`config.mk`:
```
export PLATFORM = sky130hd
export DESIGN_NAME = act_expand_stream
export DESIGN_NICKNAME = d
export VERILOG_FILES = /design/src/rtl/act_expand_stream.sv
export SDC_FILE = /design/constraint.sdc
export NUM_CORES = 1
export LEC_CHECK = 0
export BUFFER_PORTS_ARGS = -buffer_cell sky130_fd_sc_hd__buf_2
export CAP_MARGIN = 10
export CORE_MARGIN = 4
export CORE_UTILIZATION = 53
export CTS_CLUSTER_SIZE = 16
export DETAILED_ROUTE_END_ITERATION = 16
export PLACE_DENSITY_LB_ADDON = 0.2
export SLEW_MARGIN = 20
export SYNTH_ARGS = -nofsm -noshare
export SYNTH_HDL_FRONTEND = slang
export SYNTH_SLANG_ARGS = --single-unit
```
`constraint.sdc`:
```
create_clock -name clk -period 2.4 [get_ports clk]
set_input_delay 0.48 -clock clk [delete_from_list [all_inputs] [get_ports clk]]
set_output_delay 0.48 -clock clk [all_outputs]
set_load 0.005 [all_outputs]
```
`src/rtl/act_expand_stream.sv`:
```
`default_nettype none
// ============================================================================
//  Module      : act_expand_stream
//  Description : Accepts one packed vector of truncated activations. It widens
//                each activation back to WIDTH_IN bits at the pre-truncation
//                scale and streams the results one per cycle, together with an
//                index and a last flag. Both sides use a valid/ready handshake.
//  Revision    : 1.0  initial release
// ============================================================================
module act_expand_stream #(
  parameter int WIDTH_IN   = 8,
  parameter int MSB_OUT    = 4,
  parameter int N_ACT      = 10,
  parameter int ROUND_HALF = 0,
  parameter int IDX_W      = $clog2(N_ACT)
) (
  input  logic                     clk,
  input  logic                     rst_n,
  input  logic                     vec_valid,
  output logic                     vec_ready,
  input  logic [N_ACT*MSB_OUT-1:0] vec_data,
  output logic                     act_valid,
  input  logic                     act_ready,
  output logic [WIDTH_IN-1:0]      act_data,
  output logic [IDX_W-1:0]         act_idx,
  output logic                     act_last
);

  localparam int               c_LSB_W    = WIDTH_IN - MSB_OUT;
  localparam logic [IDX_W-1:0] c_LAST_IDX = IDX_W'(N_ACT - 1);

  localparam logic [0:0] c_ST_IDLE   = 1'b0;
  localparam logic [0:0] c_ST_STREAM = 1'b1;

  logic [0:0]               r_state;
  logic [0:0]               w_state_nxt;
  logic                     r_started;
  logic [N_ACT*MSB_OUT-1:0] r_vec;
  logic [IDX_W-1:0]         r_idx;
  logic [WIDTH_IN-1:0]      r_data;
  logic                     r_last;

  logic                     w_vec_hs;
  logic                     w_act_hs;
  logic [N_ACT*MSB_OUT-1:0] w_sel_vec;
  logic [IDX_W-1:0]         w_sel_idx;
  logic [IDX_W-1:0]         w_idx_inc;
  logic [MSB_OUT-1:0]       w_next_elem;
  logic [WIDTH_IN-1:0]      w_next_word;
  logic                     w_next_last;

  assign w_vec_hs = vec_valid & vec_ready;
  assign w_act_hs = act_valid & act_ready;
  assign w_idx_inc = r_idx + IDX_W'(1);

  // A newly accepted vector always starts at element 0; otherwise step along
  // the held vector.
  assign w_sel_vec   = w_vec_hs ? vec_data : r_vec;
  assign w_sel_idx   = w_vec_hs ? '0 : w_idx_inc;
  assign w_next_elem = w_sel_vec[w_sel_idx*MSB_OUT +: MSB_OUT];
  assign w_next_last = (w_sel_idx == c_LAST_IDX);

  // The truncated LSBs are refilled with zeros or with the interval midpoint.
  generate
    if (c_LSB_W > 0) begin : g_fill
      localparam logic [c_LSB_W-1:0] c_FILL =
        (ROUND_HALF != 0) ? {1'b1, {(c_LSB_W-1){1'b0}}} : '0;
      assign w_next_word = {w_next_elem, c_FILL};
    end else begin : g_nofill
      assign w_next_word = w_next_elem;
    end
  endgenerate

  // State register, plus a flag that keeps vec_ready low until the first clock after reset.
  always_ff @(posedge clk or negedge rst_n) begin
    if (!rst_n) begin
      r_state   <= c_ST_IDLE;
      r_started <= 1'b0;
    end else begin
      r_state   <= w_state_nxt;
      r_started <= 1'b1;
    end
  end

  // Next state: leave STREAM after the last element unless a new vector lands the same cycle.
  always_comb begin
    w_state_nxt = r_state;
    case (r_state)
      c_ST_IDLE:   if (w_vec_hs) w_state_nxt = c_ST_STREAM;
      c_ST_STREAM: if (w_act_hs && r_last && !w_vec_hs) w_state_nxt = c_ST_IDLE;
      default:     w_state_nxt = c_ST_IDLE;
    endcase
  end

  // Handshake outputs; vec_ready in STREAM opens only as the last element leaves.
  always_comb begin
    act_valid = 1'b0;
    vec_ready = 1'b0;
    case (r_state)
      c_ST_IDLE: vec_ready = r_started;
      c_ST_STREAM: begin
        act_valid = 1'b1;
        vec_ready = r_started & act_ready & r_last;
      end
      default: begin
        act_valid = 1'b0;
        vec_ready = 1'b0;
      end
    endcase
  end

  // Vector, index and registered element outputs; they hold while downstream stalls.
  always_ff @(posedge clk or negedge rst_n) begin
    if (!rst_n) begin
      r_vec  <= '0;
      r_idx  <= '0;
      r_data <= '0;
      r_last <= 1'b0;
    end else if (w_vec_hs) begin
      r_vec  <= vec_data;
      r_idx  <= '0;
      r_data <= w_next_word;
      r_last <= w_next_last;
    end else if (w_act_hs && !r_last) begin
      r_idx  <= w_idx_inc;
      r_data <= w_next_word;
      r_last <= w_next_last;
    end
  end

  assign act_data = r_data;
  assign act_idx  = r_idx;
  assign act_last = r_last;

endmodule
`default_nettype wire
```
# == After elaboration in Yosys (flattened, before gate mapping) ==
# Cells that the tools add are included.
# totals
output_inout_bits,15
inputBits,44
wordCells,33
regBits,55
# op_classes
mux,13
n_reduce_logical,6
n_eq_ne,1
n_shift,1
n_addsub,1
n_bitwise,5
# op_table
operator,n
40-bit 2-to-1 mux,1
40-bit by 7-bit variable part select with 4-bit output,1
8-bit 2-to-1 mux,2
4-bit 2-to-1 mux,3
1-bit 2-to-1 mux,5
"4-bit by 1-bit adder with 4-bit output, second input constant",1
1-bit bitwise AND,4
"4-bit == test, second input constant",1
1-bit one-hot mux with 2 select lines,2
1-bit logical AND,3
1-bit zero test,2
2-bit nonzero test,1
1-bit NOT,1

# == Longest topological paths before layout ==
# Gate-level depths: netlist of run 1.
# depth
depth_word,8
mapped_depth,7
depth_no_buf,6

# == Worst setup path before layout of run 1 ==
# OpenSTA, ideal clock, no wires.
# synth_timing
path_kind,reg-to-reg
from,register r_idx[0] (netlist: act_idx[0])
to,register r_data[4] (netlist: act_data[4])
n_path_buf,1
required_ns,2.280
t_arrival_ns,1.797
setup_slack_ns,0.483
setup_time_ns,0.120
synth_period_minus_slack_ns,1.917
stages_incl_launch_ff,7
cell_sequence,dfrtp_1 > ha_1 > buf_6 > mux4_1 > mux2i_1 > o21ai_1 > o22a_2
# synth_via
elab_chain_len,5
# synth_rtl
item,line,rtl
from (decl),39,logic [IDX_W-1:0] r_idx;
from (signal assigned),125,r_idx <= w_idx_inc;
4-bit by 1-bit adder with 4-bit output (*),54,assign w_idx_inc = r_idx + IDX_W'(1);
4-bit 2-to-1 mux (*),59,assign w_sel_idx = w_vec_hs ? '0 : w_idx_inc;
40-bit by 7-bit variable part select with 4-bit output (*),60,assign w_next_elem = w_sel_vec[w_sel_idx*MSB_OUT +: MSB_OUT];
8-bit 2-to-1 mux,124,end else if (w_act_hs && !r_last) begin
8-bit 2-to-1 mux (*),119,end else if (w_vec_hs) begin
to (signal assigned),122,r_data <= w_next_word;
to (signal assigned),126,r_data <= w_next_word;
to (decl),40,logic [WIDTH_IN-1:0] r_data;
# Every way passes the cells marked *; elsewhere a longest branch is shown, timed or not. The select of a mux whose other input is x is not followed.
# A chain may end at the register's enable or synchronous reset.

# == Worst setup path in the final report of run 1 ==
# layout_timing
from,register r_idx[1] (netlist: act_idx[1])
to,register r_data[6] (netlist: act_data[6])
# Same word-level chain as after synthesis.

==> out/metrics.yaml, run 1 <==
status: "completed"
cp.required_ns: 2.61
chipWidth_um: 76.0
clk_pin_slew_ns: 0.09
die_h_um: 76.0
grt_usage: 0.182
layout_commonest_cell: "nand2_1"
fin_nets: 358
swShare: 0.341
antenna_found_initial: 0
insertion_delay_ns: 0.31
worstSetupEndpointType: "flip-flop"
grt_pass1_wl_mm: 8.69
rsz0062_at_grt: "false"
peakVddDrop_uv: 578
overflow: 0
drt-initial-drc-count: 98
place.gp.congestion: 0.738
maxSlewViolCount: 0
clock-sinks: 51
root_buffer: "clkbuf_8"
wl_per_cell_um: 13.7
rrSetupSlack_ns: 0.38
p_switching_mw: 1.22
synth_edf_count: 0
synth-async-reset-ratio: 1.00
drt-pass1-iter-count: 4
worstRegToRegCells: 6
power_frac_comb: 0.402
tightest_slew_ns: 0.785
cts_tree: "built"
path_class: "reg2reg"
synth_seq_cells: 51
std_cell_rows: 24
cts_resized: 0
yosys_warnings: 0
p_leak_nw: 1.56
fin_area_um2: 2880
setup_tns_ns: 0
hold_viol_final: 0
p_int_mw: 2.36
seqPwrFrac: 0.425
syn_avg_cell_area_um2: 9.62
postCtsHoldBufs: 0
synthCells: 255
cp.arrival_ns: 2.23
final_cell_mix: "133 x nand2_1, 54 x buf_2, 51 x dfrtp_1, 11 x buf_4"
diodes: 0
yosysUniqueCellTypes: 27
critPathLaunchType: "flip-flop"
clockBufferDepth: 2
syn_area_um2: 2450
cts_buffers: 5
grt_pass1_vias: 1932
finClkSkew_ns: 0.00895
dpl_cell_area_um2: 2760
final.min_clock_period_ns: 2.02
grt_max_degree: 37
drc: 0
fp.dieArea_um2: 5780
fin_crit_sh: 0.842
maxCapViolations: 0
rr_endpoint: "act_data[6]"
post-cts-setup-buffers: 0
routed_wl_mm: 5.02
crit_fanout: 6
max_freq_ghz: 0.495
power_density_nw_per_um2: 1240
hpwl_mm: 3.70
setup_viol: 0
maxSlewHeadroom: 0.477
initial_core_util: 0.556
pin_count: 59
io_buffer_count: 54
clkPwrFrac: 0.173
hold-worst-slack_ns: 0.241
syn2layout_area_growth_pct: 17.4
reg2reg_from: "act_idx[1]"
ys_seq_area_frac: 0.520
htreeDepth: 2
core-area_um2: 4410
vias: 1885
ant_nets: 0
drive_gt1_frac: 0.248
ys.flop_type: "dfrtp_1"
holdCritPathClass: "in2async"
via_per_inst: 5.15
## flip-flops by register name (all words and copies together), names as in the netlist
register,flops
act_last,1
act_idx,4
r_vec,40
act_data,4
r_started,1
r_state,1
## power by group through the flow
stage	Clock [mW]	Sequential [mW]	Combinational (mW)
floorplan	0	1.47	1.13
global placement	0	1.53	1.40
detailed placement	0	1.54	1.46
CTS	0.628	1.53	1.46
global route	0.666	1.57	1.61
finish	0.620	1.52	1.44
## how the worst max path moves through the flow
stage               startpoint          end  slack, ns  depth (start not counted)
floorplan           act_idx[0]  act_data[4]       0.48                          6
global placement    act_idx[1]  act_data[7]       0.46                          6
detailed placement  act_idx[1]  act_data[7]       0.39                          6
CTS                 act_idx[1]  act_data[7]       0.37                          6
global route        act_idx[1]  act_data[7]       0.29                          6
finish              act_idx[1]  act_data[6]       0.38                          6
## final cells by class
type,count,area (µm²)
Fill cell,379,1530
Sequential cell,51,1280
Multi-Input combinational cell,189,1060
Timing Repair Buffer,65,353
Clock buffer,6,82.6
Tap cell,52,65.1
Clock inverter,2,35.0
Inverter,1,3.75
## routing by layer
metal	GRT usage	vias up	share of wire
li1	-	933	-
met3	0.0473	10	0.059
met4	0.0641	0	0.019
met2	0.309	52	0.49
met1	0.224	890	0.43
met5	0	-	0
## worst max-delay path, cell delays in order, from the launching register on
cell and delay (ns):
dfrtp_1 0.42, ha_1 0.31, buf_4 0.17, mux4_1 0.57, mux2i_1 0.16, o21ai_1 0.08, o22a_2 0.21
## cell usage after synthesis (2+ instances only)
cell        n  area share
clkbuf_1    5      0.0077
or3_1       2      0.0051
buf_2       4      0.0082
buf_6       2      0.0092
xor2_1      2      0.0071
buf_4       4       0.012
mux4_1      8       0.086
o31ai_1     4       0.012
o22a_2      4       0.016
nand3_1     3      0.0061
xnor2_1     2      0.0071
nor2_1      3      0.0046
and3_1      2      0.0051
a21oi_1     4      0.0082
dfrtp_1    51        0.52
conb_1      2      0.0031
o21ai_1     4      0.0082
mux2i_1     8       0.033
nand2_1   133        0.20
## cells by family (layout without fill, tap and decap cells)
group,Yosys count,count (layout),share of synthesized area
simple gates,145,145,0.231
flops,51,51,0.520
buf+inv,18,74,0.0500
compound gates,17,17,0.0469
mux,16,16,0.118
xor+xnor,5,5,0.0255
other cells,2,5,0.00306
fa+ha+maj,1,1,0.00510
## through the flow
| stage | setup slack (ns) | std cells | utilization | power (mW) |
|---|---|---|---|---|
| after floorplan | 0.483 | 258 | - | 2.60 |
| after global placement | 0.458 | 358 | 0.626 | 2.92 |
| after detailed placement | 0.394 | 358 | 0.626 | 3.00 |
| after CTS | 0.370 | 366 | 0.652 | 3.61 |
| after global routing | 0.287 | 366 | 0.652 | 3.85 |
| final | 0.379 | 366 | 0.652 | 3.58 |
(Power assumes the default switching activity.)
==> run 2, diff against run 1 <==
Clock period 2.4 ns to 1.9 ns, I/O delays scaled along.
==> run 2 against run 1 <==
Sequential power grew 27%. Hold slack lost 0.079 ns. Maximum frequency grew 9.2%.
==> out/metrics.yaml, run 2 (same netlist as run 1, synthesis figures left out) <==
clkPwrFrac: 0.138  # -0.035
drt-initial-drc-count: 73  # -26%
layout_commonest_cell: "nand2_1"
maxCapViolations: 0  # unchanged
hold-worst-slack_ns: 0.162  # -0.0793 ns
fp.dieArea_um2: 5780  # unchanged
std_cell_rows: 24  # unchanged
core-area_um2: 4410  # unchanged
diodes: 0  # unchanged
p_int_mw: 2.97  # +26%
holdCritPathClass: "in2async"
clock-sinks: 51  # unchanged
ant_nets: 0  # unchanged
clk_pin_slew_ns: 0.09  # about the same
tightest_slew_ns: 0.645  # -0.140 ns
critPathLaunchType: "flip-flop"
cp.arrival_ns: 2.05  # -0.18 ns
antenna_found_initial: 0  # unchanged
p_switching_mw: 1.58  # +29%
pin_count: 59  # unchanged
path_class: "reg2reg"
initial_core_util: 0.556  # unchanged
power_density_nw_per_um2: 1590  # +28%
setup_tns_ns: 0  # unchanged
drt-pass1-iter-count: 4  # unchanged
total_power_mw: 4.55  # +27%
routed_wl_mm: 4.94  # -1.6%
setup_viol: 0  # unchanged
root_buffer: "clkbuf_8"
vias: 1879  # -0.32%
fin_nets: 356  # -0.56%
largest_reg_flops: 40  # unchanged
max_freq_ghz: 0.540  # +9.2%
swShare: 0.346  # +0.00534
maxSlewViolCount: 0  # unchanged
power_frac_comb: 0.439  # +0.037
grt_busiest_layer: "met2"
die_h_um: 76.0  # unchanged
drive_gt1_frac: 0.267  # +0.0185
io_buffer_count: 54  # unchanged
grt_pass1_wl_mm: 8.27  # -4.8%
syn2layout_area_growth_pct: 16.9
worstSetupEndpointType: "flip-flop"
p_leak_nw: 1.53  # -2.3%
grtUsageMet3: 0.0390  # -0.00827
chipWidth_um: 76.0  # unchanged
cp.required_ns: 2.10  # -0.51 ns
clockBufferDepth: 2  # unchanged
hpwl_mm: 3.33  # -9.9%
final_cell_mix: "133 x nand2_1, 54 x buf_2, 51 x dfrtp_1, 8 x mux2i_1"
status: "completed"
grt_max_degree: 52  # +41%
final.min_clock_period_ns: 1.85  # -0.170 ns
met1_usage: 0.222  # -0.00227
top_register: "r_vec"
seqPwrFrac: 0.424  # about the same
fillers: 394  # +4.0%
cts_buffers: 5  # unchanged
rsz0062_at_grt: "true"
maxSlewHeadroom: 0.570  # +0.0934
finClkSkew_ns: 0.00783  # -0.00112 ns
fin_crit_sh: 0.974  # +0.132
overflow: 0  # unchanged
grt_usage: 0.173  # -0.00953
cts_tree: "built"
via_per_inst: 5.18  # +0.51%
insertion_delay_ns: 0.30  # about the same
wl_per_cell_um: 13.6  # -0.80%
grt_pass1_vias: 1821  # -5.7%
drc: 0  # unchanged
peakVddDrop_uv: 646  # +12%
crit_fanout: 7  # +1
place.gp.congestion: 0.720  # -2.5%
htreeDepth: 2  # unchanged
hold_viol_final: 0  # unchanged
met2_usage: 0.294  # -0.0154
## run 2: power groups by stage
stage	combinational, mW	clock, mW	sequential, mW
after CTS	1.86	0.635	1.92
after global placement	1.79	0	1.92
final	2.00	0.626	1.93
after global routing	2.24	0.684	1.98
after detailed placement	1.86	0	1.93
after floorplan	1.45	0	1.86
## run 2: layout make-up
| type | instances | area (µm²) | share of cell area |
|---|---|---|---|
| clock buffers | 6 | 82.6 | 0.0288 |
| clock inverters | 1 | 5.00 | 0.00175 |
| inverters | 1 | 3.75 | 0.00131 |
| multi-input cells | 189 | 1070 | 0.373 |
| flip-flops and latches | 51 | 1280 | 0.445 |
| well taps | 52 | 65.1 | 0.0227 |
| repair buffers | 63 | 367 | 0.128 |
## run 2: worst paths after layout
kind / start / to / slack (ns) / cells past startpoint
worst max-delay path: act_idx[0] / act_data[4] / 0.05 / 6
worst min-delay path: rst_n / act_idx[2] / 0.16 / 2
worst max register to register: act_idx[0] / act_data[4] / 0.05 / 6
worst min register to register: r_vec[6] / r_vec[6] / 0.48 / 2
max in group asynchronous: rst_n / r_vec[19] / 1.28 / 2
min in group clk: vec_data[20] / r_vec[20] / 0.26 / 3
## run 2: what timing repair did
action,in CTS,in global routing
resized for setup,0,11
setup endpoints to repair,0,4
hold buffers,0,0
buffers inserted,0,4
## run 2: critical path, stage by stage, from the launching register on
cell	delay [ns]
dfrtp_1	0.42
ha_4	0.33
buf_6	0.14
mux4_2	0.49
mux2i_1	0.14
o21ai_1	0.07
o22a_2	0.18
## run 2: layer usage
layer	up-vias	wire length, µm	part of all wire
li1	929	-	-
met1	890	2160	0.44
met2	53	2450	0.50
met3	7	255	0.052
met4	0	72	0.015
met5	-	0	0
## run 2: through the flow
| step | area [µm²] | utilization | std cells | setup slack, ns |
|---|---|---|---|---|
| 2_1_floorplan | 2480 | - | 258 | 0.0121 |
| 3_3_place_gp | 2760 | 0.624 | 352 | 0.0810 |
| 3_5_place_dp | 2760 | 0.624 | 352 | 0.0224 |
| 4_1_cts | 2840 | 0.644 | 359 | 0.00896 |
| 5_1_grt | 2870 | 0.650 | 363 | -0.0334 |
| 6_report | 2870 | 0.650 | 363 | 0.0490 |
==> run 3, diff against run 2 <==
Settings changed: ABC_AREA from default to 1, CORE_UTILIZATION 53 to 54, TNS_END_PERCENT from default to 50.
==> run 3 against run 2 <==
Critical endpoint is now act_data[7]. Sequential share of layout area fell by 2.8 points. Final cell count rose by 27%. Via count rose by 26%. Cell area grew 6.8%. Largest power group unchanged. Combinational power up 28%. Clock skew fell by 0.0027 ns.
==> out/metrics.yaml, run 3 <==
top_register: "r_vec"
final.min_clock_period_ns: 1.72  # -0.127 ns
synth_compound_area_frac: 0.0636  # +0.0167
grt_busiest_layer: "met2"
synth_area_leader_cell: "dfrtp_1"
htreeDepth: 2  # unchanged
fin_cells: 461  # +27%
pre_cts_ws_ns: 0.168  # +0.146 ns
synth_top_family_by_area: "simple AND/OR/NAND/NOR gates"
syn_area_um2: 2650  # +8.2%
antenna_found_initial: 0  # unchanged
post-cts-setup-buffers: 0  # unchanged
syn_avg_cell_area_um2: 7.78  # -19%
insertion_delay_ns: 0.30  # about the same
critPathLaunchType: "flip-flop"
final_cell_mix: "126 x nand2_1, 54 x buf_2, 51 x dfrtp_1, 37 x nand3_1, 24 x inv_1"
hpwl_mm: 4.44  # +33%
yosysUniqueCellTypes: 25  # -7.4%
rrSetupSlack_ns: 0.18  # +0.13 ns
p_int_mw: 2.90  # -2.6%
p_leak_nw: 1.66  # +8.8%
core-area_um2: 4750  # +7.7%
pin_count: 59  # unchanged
utilization: 0.644  # -0.00545
postCtsHoldBufs: 0  # unchanged
yosysMostFrequentCell: "nand2_1"
power_density_nw_per_um2: 1660  # +4.5%
holdCritPathClass: "in2async"
ys_seq_area_frac: 0.481  # -0.0395
fp.dieArea_um2: 6100  # +5.6%
via_per_inst: 5.14  # -0.64%
seq_area_um2: 1280  # unchanged
cts_tree: "built"
path_class: "reg2reg"
rsz0062_at_grt: "false"
swShare: 0.430  # +0.0832
drive_gt1_frac: 0.203  # -0.0638
vias: 2371  # +26%
cp.arrival_ns: 1.95  # -0.10 ns
dpl.cell_count: 453  # +29%
grt_pass1_wl_mm: 10.1  # +23%
root_buffer: "clkbuf_8"
met2_usage: 0.348  # +0.0548
ant_nets: 0  # unchanged
netlist_top_cells_count: "126 x nand2_1, 51 x dfrtp_1, 37 x nand3_1, 24 x inv_1, 17 x nand4_1"
maxSlewViolCount: 0  # unchanged
clk_pin_slew_ns: 0.09  # about the same
clock-sinks: 51  # unchanged
layout_commonest_cell: "nand2_1"
clkPwrFrac: 0.134  # -0.004
multi_input_area_um2: 1100  # +3.4%
clockBufferDepth: 2  # unchanged
setup_tns_ns: 0  # unchanged
status: "completed"
place.gp.congestion: 0.826  # +15%
cts_buffers: 5  # unchanged
seqPwrFrac: 0.364  # -0.060
ys.flop_type: "dfrtp_1"
finClkSkew_ns: 0.00516  # -0.00267 ns
cts_resized: 0  # unchanged
drc: 0  # unchanged
yosys-top-cells-area: "dfrtp_1 48%, nand2_1 18%, nand3_1 7.0%, nand4_1 4.0%, inv_1 3.4%"
synthAdderAreaFrac: 0.00471  # -0.000387
maxCapViolations: 0  # unchanged
power_frac_comb: 0.502  # +0.063
crit_fanout: 13  # +6
setup_ws_ns: 0.176  # +0.127 ns
total_power_mw: 5.08  # +12%
peakVddDrop_uv: 665  # +3.0%
initial_core_util: 0.558  # +0.00260
yosys_warnings: 0  # unchanged
chipWidth_um: 78.1  # +2.7%
overflow: 0  # unchanged
worstSetupEndpointType: "flip-flop"
largest_reg_flops: 40  # unchanged
max_freq_ghz: 0.580  # +7.4%
synth_xor_area_frac: 0.00330  # -0.0222
fin_nets: 438  # +23%
yosys.area.top_type_share: 0.481  # -0.0395
met1_usage: 0.281  # +0.0599
drt-pass1-iter-count: 4  # unchanged
io_buffer_count: 54  # unchanged
std_cell_rows: 25  # +4.2%
yosys.area_share.simple: 0.338  # +0.107
synth_seq_cells: 51  # unchanged
syn2layout_area_growth_pct: 15.4
hold_viol_final: 0  # unchanged
synth_edf_count: 0  # unchanged
grtUsageMet3: 0.0413  # +0.00228
fillers: 445  # +13%
grt_pass1_vias: 2262  # +24%
setup_viol: 0  # unchanged
yosys-mux-area-fraction: 0  # -0.118
routed_wl_mm: 5.96  # +21%
fin_crit_sh: 0.907  # -0.0670
synth-async-reset-ratio: 1.00  # unchanged
wl_per_cell_um: 12.9  # -5.0%
die_h_um: 78.1  # +2.7%
p_switching_mw: 2.18  # +38%
synthCells: 341  # +34%
grt_max_degree: 52  # unchanged
drt-initial-drc-count: 144  # +97%
grt_usage: 0.208  # +0.0356
cp.required_ns: 2.13  # +0.03 ns
diodes: 0  # unchanged
[run 3: power by group through the flow]
stage / sequential (mW) / combinational, mW / clock (mW)
2_1_floorplan: 1.81 / 1.95 / 0
3_3_place_gp: 1.85 / 2.52 / 0
3_5_place_dp: 1.87 / 2.57 / 0
4_1_cts: 1.85 / 2.59 / 0.685
5_1_grt: 1.91 / 2.96 / 0.721
6_report: 1.85 / 2.55 / 0.679
[run 3: final timing paths]
path / startpoint / end / depth (start not counted)
max: act_idx[0] / act_data[7] / 8
min: rst_n / r_vec[37] / 2
max reg2reg: act_idx[0] / act_data[7] / 8
min reg2reg: r_vec[27] / r_vec[27] / 2
max in group asynchronous: rst_n / r_vec[28] / 2
min in group clk: vec_data[14] / r_vec[14] / 3
[run 3: kinds of logic after synthesis]
logic type | count (synthesis)
simple gates | 201
buf+inv | 56
flops | 51
compound gates | 29
other cells | 2
xor+xnor | 1
fa+ha+maj | 1
[run 3: through the flow]
stage / hold WS (ns) / instance area [µm²]
2_1_floorplan: 0.0844 / 2670
3_3_place_gp: 0.391 / 2960
3_5_place_dp: 0.391 / 2960
4_1_cts: 0.0678 / 3060
5_1_grt: 0.0718 / 3060
6_report: 0.0521 / 3060
[run 3: routing by layer]
layer / part of all wire / up-vias
met2: 0.48 / 75
met4: 0.0096 / 0
met5: 0 / -
met1: 0.44 / 1111
met3: 0.068 / 6
li1: - / 1179
[run 3: worst max-delay path, cell delays in order, from the launching register on]
cell and delay (ns):
dfrtp_1 0.45, ha_1 0.40, nand2_1 0.10, buf_4 0.20, nor2_1 0.11, nand2_1 0.07, nand3_1 0.08, nand3_1 0.10
a21oi_1 0.16
[run 3: area by class of cell]
| type | count | share of cell area |
|---|---|---|
| sequential | 51 | 0.417 |
| clock buffer | 8 | 0.0327 |
| tap | 67 | 0.0274 |
| multi-input combinational | 237 | 0.361 |
| inverter | 34 | 0.0417 |
| timing repair buffer | 64 | 0.121 |
